**src/rtl/handshake_rr_arbiter.sv**
```systemverilog
// Round-robin arbiter: N ready/valid requesters into one registered ready/valid output stage.
// Optional checks are compiled in with HANDSHAKE_RR_ARBITER_ASSERT_EN.
module handshake_rr_arbiter #(
    parameter int WIDTH = 4,
    parameter int N     = 3,
    localparam int SW   = (N > 1) ? $clog2(N) : 1
) (
    input  logic                 CLK,
    input  logic                 ASYNCRESETN,
    input  logic [N-1:0]         in_valid,
    output logic [N-1:0]         in_ready,
    input  logic [N*WIDTH-1:0]   in_data,
    output logic                 out_valid,
    input  logic                 out_ready,
    output logic [WIDTH-1:0]     out_data,
    output logic [SW-1:0]        out_src
);

    logic              r_out_valid;
    logic [WIDTH-1:0]  r_out_data;
    logic [SW-1:0]     r_out_src;
    logic [SW-1:0]     r_last;

    logic              w_found;
    logic [SW-1:0]     w_gnt_idx;
    logic [SW-1:0]     w_cand;
    logic              w_can_load;
    logic              w_load;
    logic [WIDTH-1:0]  w_payload;

    // Search starts just after the most recent grant and wraps modulo N.
    always_comb begin
        w_found   = 1'b0;
        w_gnt_idx = '0;
        w_cand    = '0;
        for (int k = 1; k <= N; k++) begin
            w_cand = SW'((int'(r_last) + k) % N);
            if (!w_found && in_valid[w_cand]) begin
                w_found   = 1'b1;
                w_gnt_idx = w_cand;
            end
        end
    end

    assign w_can_load = !r_out_valid || out_ready;
    assign w_load     = w_found && w_can_load;

    always_comb begin
        in_ready  = '0;
        w_payload = '0;
        for (int i = 0; i < N; i++) begin
            in_ready[i] = ASYNCRESETN && w_load && (w_gnt_idx == SW'(i));
            if (w_gnt_idx == SW'(i))
                w_payload = in_data[i*WIDTH +: WIDTH];
        end
    end

    always_ff @(posedge CLK or negedge ASYNCRESETN) begin
        if (!ASYNCRESETN) begin
            r_out_valid <= 1'b0;
            r_out_data  <= '0;
            r_out_src   <= '0;
            r_last      <= SW'(N - 1);
        end else if (w_load) begin
            r_out_valid <= 1'b1;
            r_out_data  <= w_payload;
            r_out_src   <= w_gnt_idx;
            r_last      <= w_gnt_idx;
        end else if (out_ready) begin
            // Drain with nothing to reload: payload and source are kept.
            r_out_valid <= 1'b0;
        end
    end

    assign out_valid = r_out_valid;
    assign out_data  = r_out_data;
    assign out_src   = r_out_src;

`ifdef HANDSHAKE_RR_ARBITER_ASSERT_EN
    logic [31:0] r_cyc;

    always_ff @(posedge CLK or negedge ASYNCRESETN) begin
        if (!ASYNCRESETN)
            r_cyc <= '0;
        else
            r_cyc <= r_cyc + 32'd1;
    end

    a_ready_onehot: assert property (@(posedge CLK) disable iff (!ASYNCRESETN)
        $onehot0(in_ready))
        else $error("in_ready %b not one-hot-or-zero at cycle %0d", in_ready, r_cyc);

    a_out_hold: assert property (@(posedge CLK) disable iff (!ASYNCRESETN)
        out_valid && !out_ready |=> out_valid && $stable(out_data) && $stable(out_src))
        else $error("output beat from src %0d not held under stall at cycle %0d", out_src, r_cyc);

    for (genvar gi = 0; gi < N; gi++) begin : g_req_chk
        a_ready_needs_valid: assert property (@(posedge CLK) disable iff (!ASYNCRESETN)
            in_ready[gi] |-> in_valid[gi])
            else $error("in_ready[%0d] without in_valid at cycle %0d", gi, r_cyc);

        a_req_hold: assert property (@(posedge CLK) disable iff (!ASYNCRESETN)
            in_valid[gi] && !in_ready[gi] |=> in_valid[gi] && $stable(in_data[gi*WIDTH +: WIDTH]))
            else $error("requester %0d withdrew or changed a pending beat at cycle %0d", gi, r_cyc);
    end
`else
    // No checks compiled in this build.
`endif

endmodule

```
**config.mk**
```make
export PLATFORM = sky130hd
export DESIGN_NAME = handshake_rr_arbiter
export DESIGN_NICKNAME = d
export VERILOG_FILES = /design/src/rtl/handshake_rr_arbiter.sv
export SDC_FILE = /design/constraint.sdc
export NUM_CORES = 1
export LEC_CHECK = 0
export CAP_MARGIN = 15
export CORE_MARGIN = 10
export CORE_UTILIZATION = 35
export DETAILED_ROUTE_END_ITERATION = 12
export GPL_TIMING_DRIVEN = 0
export MAX_ROUTING_LAYER = met4
export SETUP_SLACK_MARGIN = 0.15
export SLEW_MARGIN = 20
export SYNTH_ARGS = -nofsm -noshare
export SYNTH_HDL_FRONTEND = slang
export SYNTH_SLANG_ARGS = --single-unit
export TNS_END_PERCENT = 50
```
**constraint.sdc**
```tcl
create_clock -name CLK -period 2.5 [get_ports CLK]
set_clock_uncertainty 0.05 [all_clocks]
set_input_delay 0.5 -clock CLK [delete_from_list [all_inputs] [get_ports CLK]]
set_output_delay 0.5 -clock CLK [all_outputs]
set_load 0.02 [all_outputs]
```
; ---- After elaboration in Yosys (flattened, before gate mapping)
; Index checks and enable logic that the tools add are counted.
[word_totals]
out_inout_bits = 10
reg_bits = 9
inputBits = 18
wordCells = 45
[op_classes]
reduce_logical = 13
addsub = 3
magnitude_cmp = 3
n_eq_ne = 2
n_mux = 17
n_div = 3
[ops]
columns = operator, n
row1 = 32-bit by 3-bit modulo with 32-bit output (second input constant), 3
row2 = 4-bit 2-to-1 mux, 3
row3 = 2-bit by 3-bit < comparator with 1-bit output (second input constant), 3
row4 = 1-bit 2-to-1 mux, 8
row5 = 1-bit logical AND, 7
row6 = 2-bit by 2-bit adder with 3-bit output (second input constant), 2
row7 = 1-bit binary-select mux with 2-bit select, 3
row8 = 2-bit 2-to-1 mux, 3
row9 = 2-bit by 1-bit adder with 3-bit output (second input constant), 1
row10 = 1-bit zero test, 3
row11 = 2-bit by 1-bit == test with 1-bit output (second input constant), 1
row12 = 2-bit == test (second input constant), 1
row13 = 2-bit zero test, 1
row14 = 2-bit nonzero test, 1
row15 = 1-bit logical OR, 1

; ---- Logic depth before layout (Yosys ltp)
[logic_depth]
word_depth = 15
mapped_depth = 8
mapped_depth_nobuf = 7

; ---- Worst setup path after synthesis
; No wires, ideal clock.
[synth_timing]
path_type = register to output
start = register r_last[1]
end = output port in_ready[0]
path_stages_with_launch = 8
n_path_buf = 0
arrival_time_ns = 1.932
slack_ns = 0.018
t_required_ns = 1.950
path_cell_list = dfstp_2 inv_1 ha_1 a21bo_1 and3_4 o2bb2ai_1 nand2_1 nor2_1
[synth_via]
elab_chain_cells = 14
word_cells_on_any_way = 26
classes_between = 3 x add/sub / 3 x div / 12 x mux / 8 x reduce/logical
[synth_lines]
columns = item, line
row1 = "start, declared", 22  ; logic [SW-1:0] r_last;
row2 = "start signal, assigned", 63  ; r_last <= SW'(N - 1);
row3 = "start signal, assigned", 68  ; r_last <= w_gnt_idx;
row4 = 2-bit by 1-bit adder with 3-bit output, 37  ; w_cand = SW'((int'(r_last) + k) % N);
row5 = 32-bit by 3-bit modulo with 32-bit output, 37
row6 = 1-bit binary-select mux with 2-bit select, 38  ; if (!w_found && in_valid[w_cand]) begin
row7 = 1-bit 2-to-1 mux (not written as such), 38
row8 = 1-bit 2-to-1 mux, 38
row9 = 1-bit zero test, 38
row10 = 1-bit logical AND, 38
row11 = 1-bit 2-to-1 mux, 38
row12 = 1-bit zero test, 38
row13 = 1-bit logical AND, 38
row14 = 1-bit 2-to-1 mux, 38
row15 = 1-bit logical AND, 46  ; assign w_load = w_found && w_can_load;
row16 = 1-bit logical AND, 52  ; in_ready[i] = ASYNCRESETN && w_load && (w_gnt_idx == SW'(i));
row17 = 1-bit logical AND (*), 52
row18 = "end, declared", 11  ; output logic [N-1:0] in_ready,
; Every way passes the cells marked *; elsewhere a longest branch is shown, timed or not. The select of a mux whose other input is x is not followed.

; ---- Worst setup path after layout
; Same ends and word-level chain as after synthesis.

==> impl_results.md <==
- Outcome: complete, but fails checks
- Violated checks: negative setup slack
- Worst VDD drop: 983 uV
- Routed vias/inst: 5.36
- Final hold slack: 443 ps
- Ant diodes: 0
- Slowest stage cell, crit path: dfstp_2
- Final instance area: 1380 um^2
- Syn Inst Count: 93
- CTS Buffer Depth: 2
- Post-detail-place hpwl: 1920 um
- Largest family of logic cells by synthesized area: compound AO/OA/AOI/OAI gates
- Area of the multi-input gates: 664 um^2
- Max-slew violations: 0
- Later-pin clock latency in the skew report: 270 ps
- Pre-CTS setup slack: -787 ps
- Syn nets: 114
- I/O Pins: 28
- First-pass GRT wire length: 4220 um
- IO Port Bufs: 27
- Final WL: 2750 um
- Clk sinks: 8
- Antenna-violating nets left: 0
- WHS Path Cells: 1
- Hold worst-path end: out_src[1]
- Hold crit path type: reg -> reg
- Power Dens Cells: 1360 nW/um^2
- Leak: 0.568 nW
- Most common cell after layout, fill and taps aside: clkdlybuf4s50_1
- 1st-iter DRT viols: 23
- Max-cap violation count: 0
- Final routed DRC violation total: 0
- Die X: 67.8 um
- Adder-cell area share of the yosys netlist: 4.70%
- CP arrival: 1980 ps
- CTS tree: built
- Fin nets: 162
- Fill count: 179
- Total GRT Usage: 12.3%
- Die area: 4590 um^2
- Routed via count: 901
- Total core area: 2190 um^2
- Top delay family on crit path: flip-flops
- Most frequent cells in the layout: clkdlybuf4s50_1 (21), buf_4 (17), nand2_1 (7)
- Period utilization: 101%
- Initial antenna violation count: 0
- R2R depth: 9
- Mapped Area: 798 um^2
- Final non-filler cell total: 168
- Total grt overflow: 0
- DP Cell Count: 148
- Yosys warns: 0
- Area Overhead vs Synth: 72.3%
- Router iterations before antenna repair: 4
- CP Data Required Time: 1950 ps
- Area post-placement: 1110 um^2
- Startpoint types: flop
- Crit. Startpoint: r_last[1]
- Synth Area per Inst: 8.58 um^2
- Slew margin rel.: 70.1%
- Hold Violations, Final: 0
- Critical-path maximum fanout: 6
- Starting density of the core: 36.4%
- Design Power: 1.86 mW
- Buffers & Inverters on Critical Path: 2
- CP endpoint kind: primary output
- Final setup fails: 3
- Largest net degree at the start of global routing: 11
- Compound-cell area share of the yosys netlist: 40.0%
- Vias in the first global route: 882
- Slowest stage delay, CP: 540 ps
- Total area of sequential cells: 203 um^2
- Register-to-register setup slack: 330 ps
- CTS Hold Bufs: 0
- Mux contribution to synthesized area: 1.25%
- Post-DR wirelength/cell: 16.3 um
- Worst Tran Pin Value: 448 ps
- Row cnt: 17
- Root Driver: clkbuf_4
- Reg clk slew, reported paths: 50 ps
- H-tree depth: 1
- Final worst slack: -30.9 ps
- CTS Buf Count: 3
- WS Path Type: reg -> out
- Synth Register Bits: 8
- Hold path startpoint: out_src[1]
- Layout cells sized above 1: 40.7%
- CP cell instances: inv_2 -> ha_4 -> a21bo_4 -> and3_4 -> o2bb2ai_4 -> nand2_2 -> nor2_2 -> buf_6
- XOR/XNOR Fraction of Synth Area: 0%
- Cell variety after synth: 42
- Reg-to-reg startpoint: r_last[1]
- Seq/Total Area, Yosys: 25.2%
- Max Freq: 395 MHz
- RSZ-0062 raised after global routing: true
- Reg-to-reg endpoint: r_last[1]
- Synth Area in Simple Gates: 21.3%
- Die H: 67.8 um
- GP Congestion: 0.882
- Final min period: 2530 ps
[flip-flops by register name (all words and copies together), names as in the netlist]
name       cells
out_data       4
out_src        2
out_valid      1
r_last         1
[synthesized netlist by cell type]
| master | count | share of area [%] |
|---|---|---|
| o31ai_2 | 1 | 1.6 |
| a21boi_1 | 1 | 0.94 |
| a21oi_1 | 7 | 4.4 |
| nor2_1 | 8 | 3.8 |
| nor3_1 | 2 | 1.3 |
| or2b_2 | 1 | 1.1 |
| nor2b_2 | 2 | 2.2 |
| a311o_1 | 1 | 1.3 |
| or2_1 | 1 | 0.78 |
| dfstp_2 | 1 | 3.3 |
| and3_1 | 1 | 0.78 |
| nand4_1 | 1 | 0.78 |
| a22oi_2 | 1 | 1.6 |
| o22ai_2 | 1 | 1.6 |
| o21a_1 | 1 | 0.94 |
| nand3_1 | 2 | 1.3 |
| o21ai_1 | 3 | 1.9 |
| o21ai_2 | 2 | 2.2 |
| inv_1 | 7 | 3.3 |
| inv_2 | 1 | 0.47 |
| mux2i_1 | 1 | 1.3 |
| dfrtp_1 | 7 | 22 |
| nor2b_1 | 2 | 1.6 |
| buf_4 | 1 | 0.94 |
| o21a_4 | 1 | 1.9 |
| nand3b_2 | 1 | 1.4 |
| o31ai_4 | 1 | 2.7 |
| a32oi_1 | 3 | 3.3 |
| o22ai_1 | 1 | 0.78 |
| and2_1 | 1 | 0.78 |
| a32o_1 | 1 | 1.3 |
| a211oi_2 | 1 | 1.6 |
| and3_4 | 1 | 1.4 |
| a31oi_1 | 3 | 2.4 |
| o2bb2ai_1 | 1 | 1.1 |
| a21bo_1 | 1 | 1.3 |
| a2bb2oi_4 | 1 | 3.3 |
| o21ai_0 | 5 | 3.1 |
| nand2_1 | 9 | 4.2 |
| ha_1 | 3 | 4.7 |
| buf_6 | 2 | 2.8 |
| a221oi_1 | 1 | 1.1 |
[through the flow]
| step | TNS [ps] | util (%) |
|---|---|---|
| 2_1_floorplan | 0 | - |
| 3_3_place_gp | -2260 | 50.9 |
| 3_5_place_dp | -2270 | 50.9 |
| 4_1_cts | -44.0 | 61.5 |
| 5_1_grt | -280 | 62.8 |
| 6_report | -65.1 | 62.8 |
[cell type report]
cell class,count,area share [%]
multi-input combinational,74,48.3
timing repair buffer,43,27.9
buffer,3,2.18
tap,28,2.55
sequential,8,14.7
inverter,8,2.37
clock buffer,4,1.91
[where the power goes]
group	internal [mW]	switching, mW	leakage, nW
registers	0.205	0.0373	0.0894
logic	0.719	0.790	0.463
clock network	0.0613	0.0521	0.0150
total	0.986	0.879	0.568
[worst max-delay path by stage]
stage,endpoint,cells after the start,slack (ps)
2_1_floorplan,in_ready[0],7,170
3_3_place_gp,in_ready[0],6,-800
3_5_place_dp,in_ready[1],7,-790
4_1_cts,in_ready[1],8,-20
5_1_grt,in_ready[0],8,-100
6_report,in_ready[0],8,-30
[worst reg2reg max path, cell delays in order, from the launching register on]
cell and delay (ps):
dfstp_2 540, inv_2 70, ha_4 190, mux2i_1 230
o21ai_2 130, buf_4 160, buf_4 150, a2bb2oi_4 270
or2_1 170, a21boi_1 150
[logic make-up after synthesis]
group           count (synthesis)
buf+inv                        11
fa+ha+maj                       3
compound gates                 38
flops                           8
mux                             1
simple gates                   32
[repair_timing]
item | CTS | global route
endpoints found under the setup margin | 3 | 3
resized for setup | 42 | 2
setup buffers | 12 | 3
cloned | 1 | 0
hold endpoints to repair | 0 | 0
pin swaps | 14 | 2
[layer usage]
metal / global-route usage (%) / up-vias / wire length (um)
met1: 14.2 / 434 / 1130
met5: - / - / 0
met2: 19.4 / 23 / 1420
met3: 3.14 / 6 / 124
met4: 6.15 / 0 / 66
li1: - / 438 / -
No activity file was read; power rests on OpenSTA's default activity.
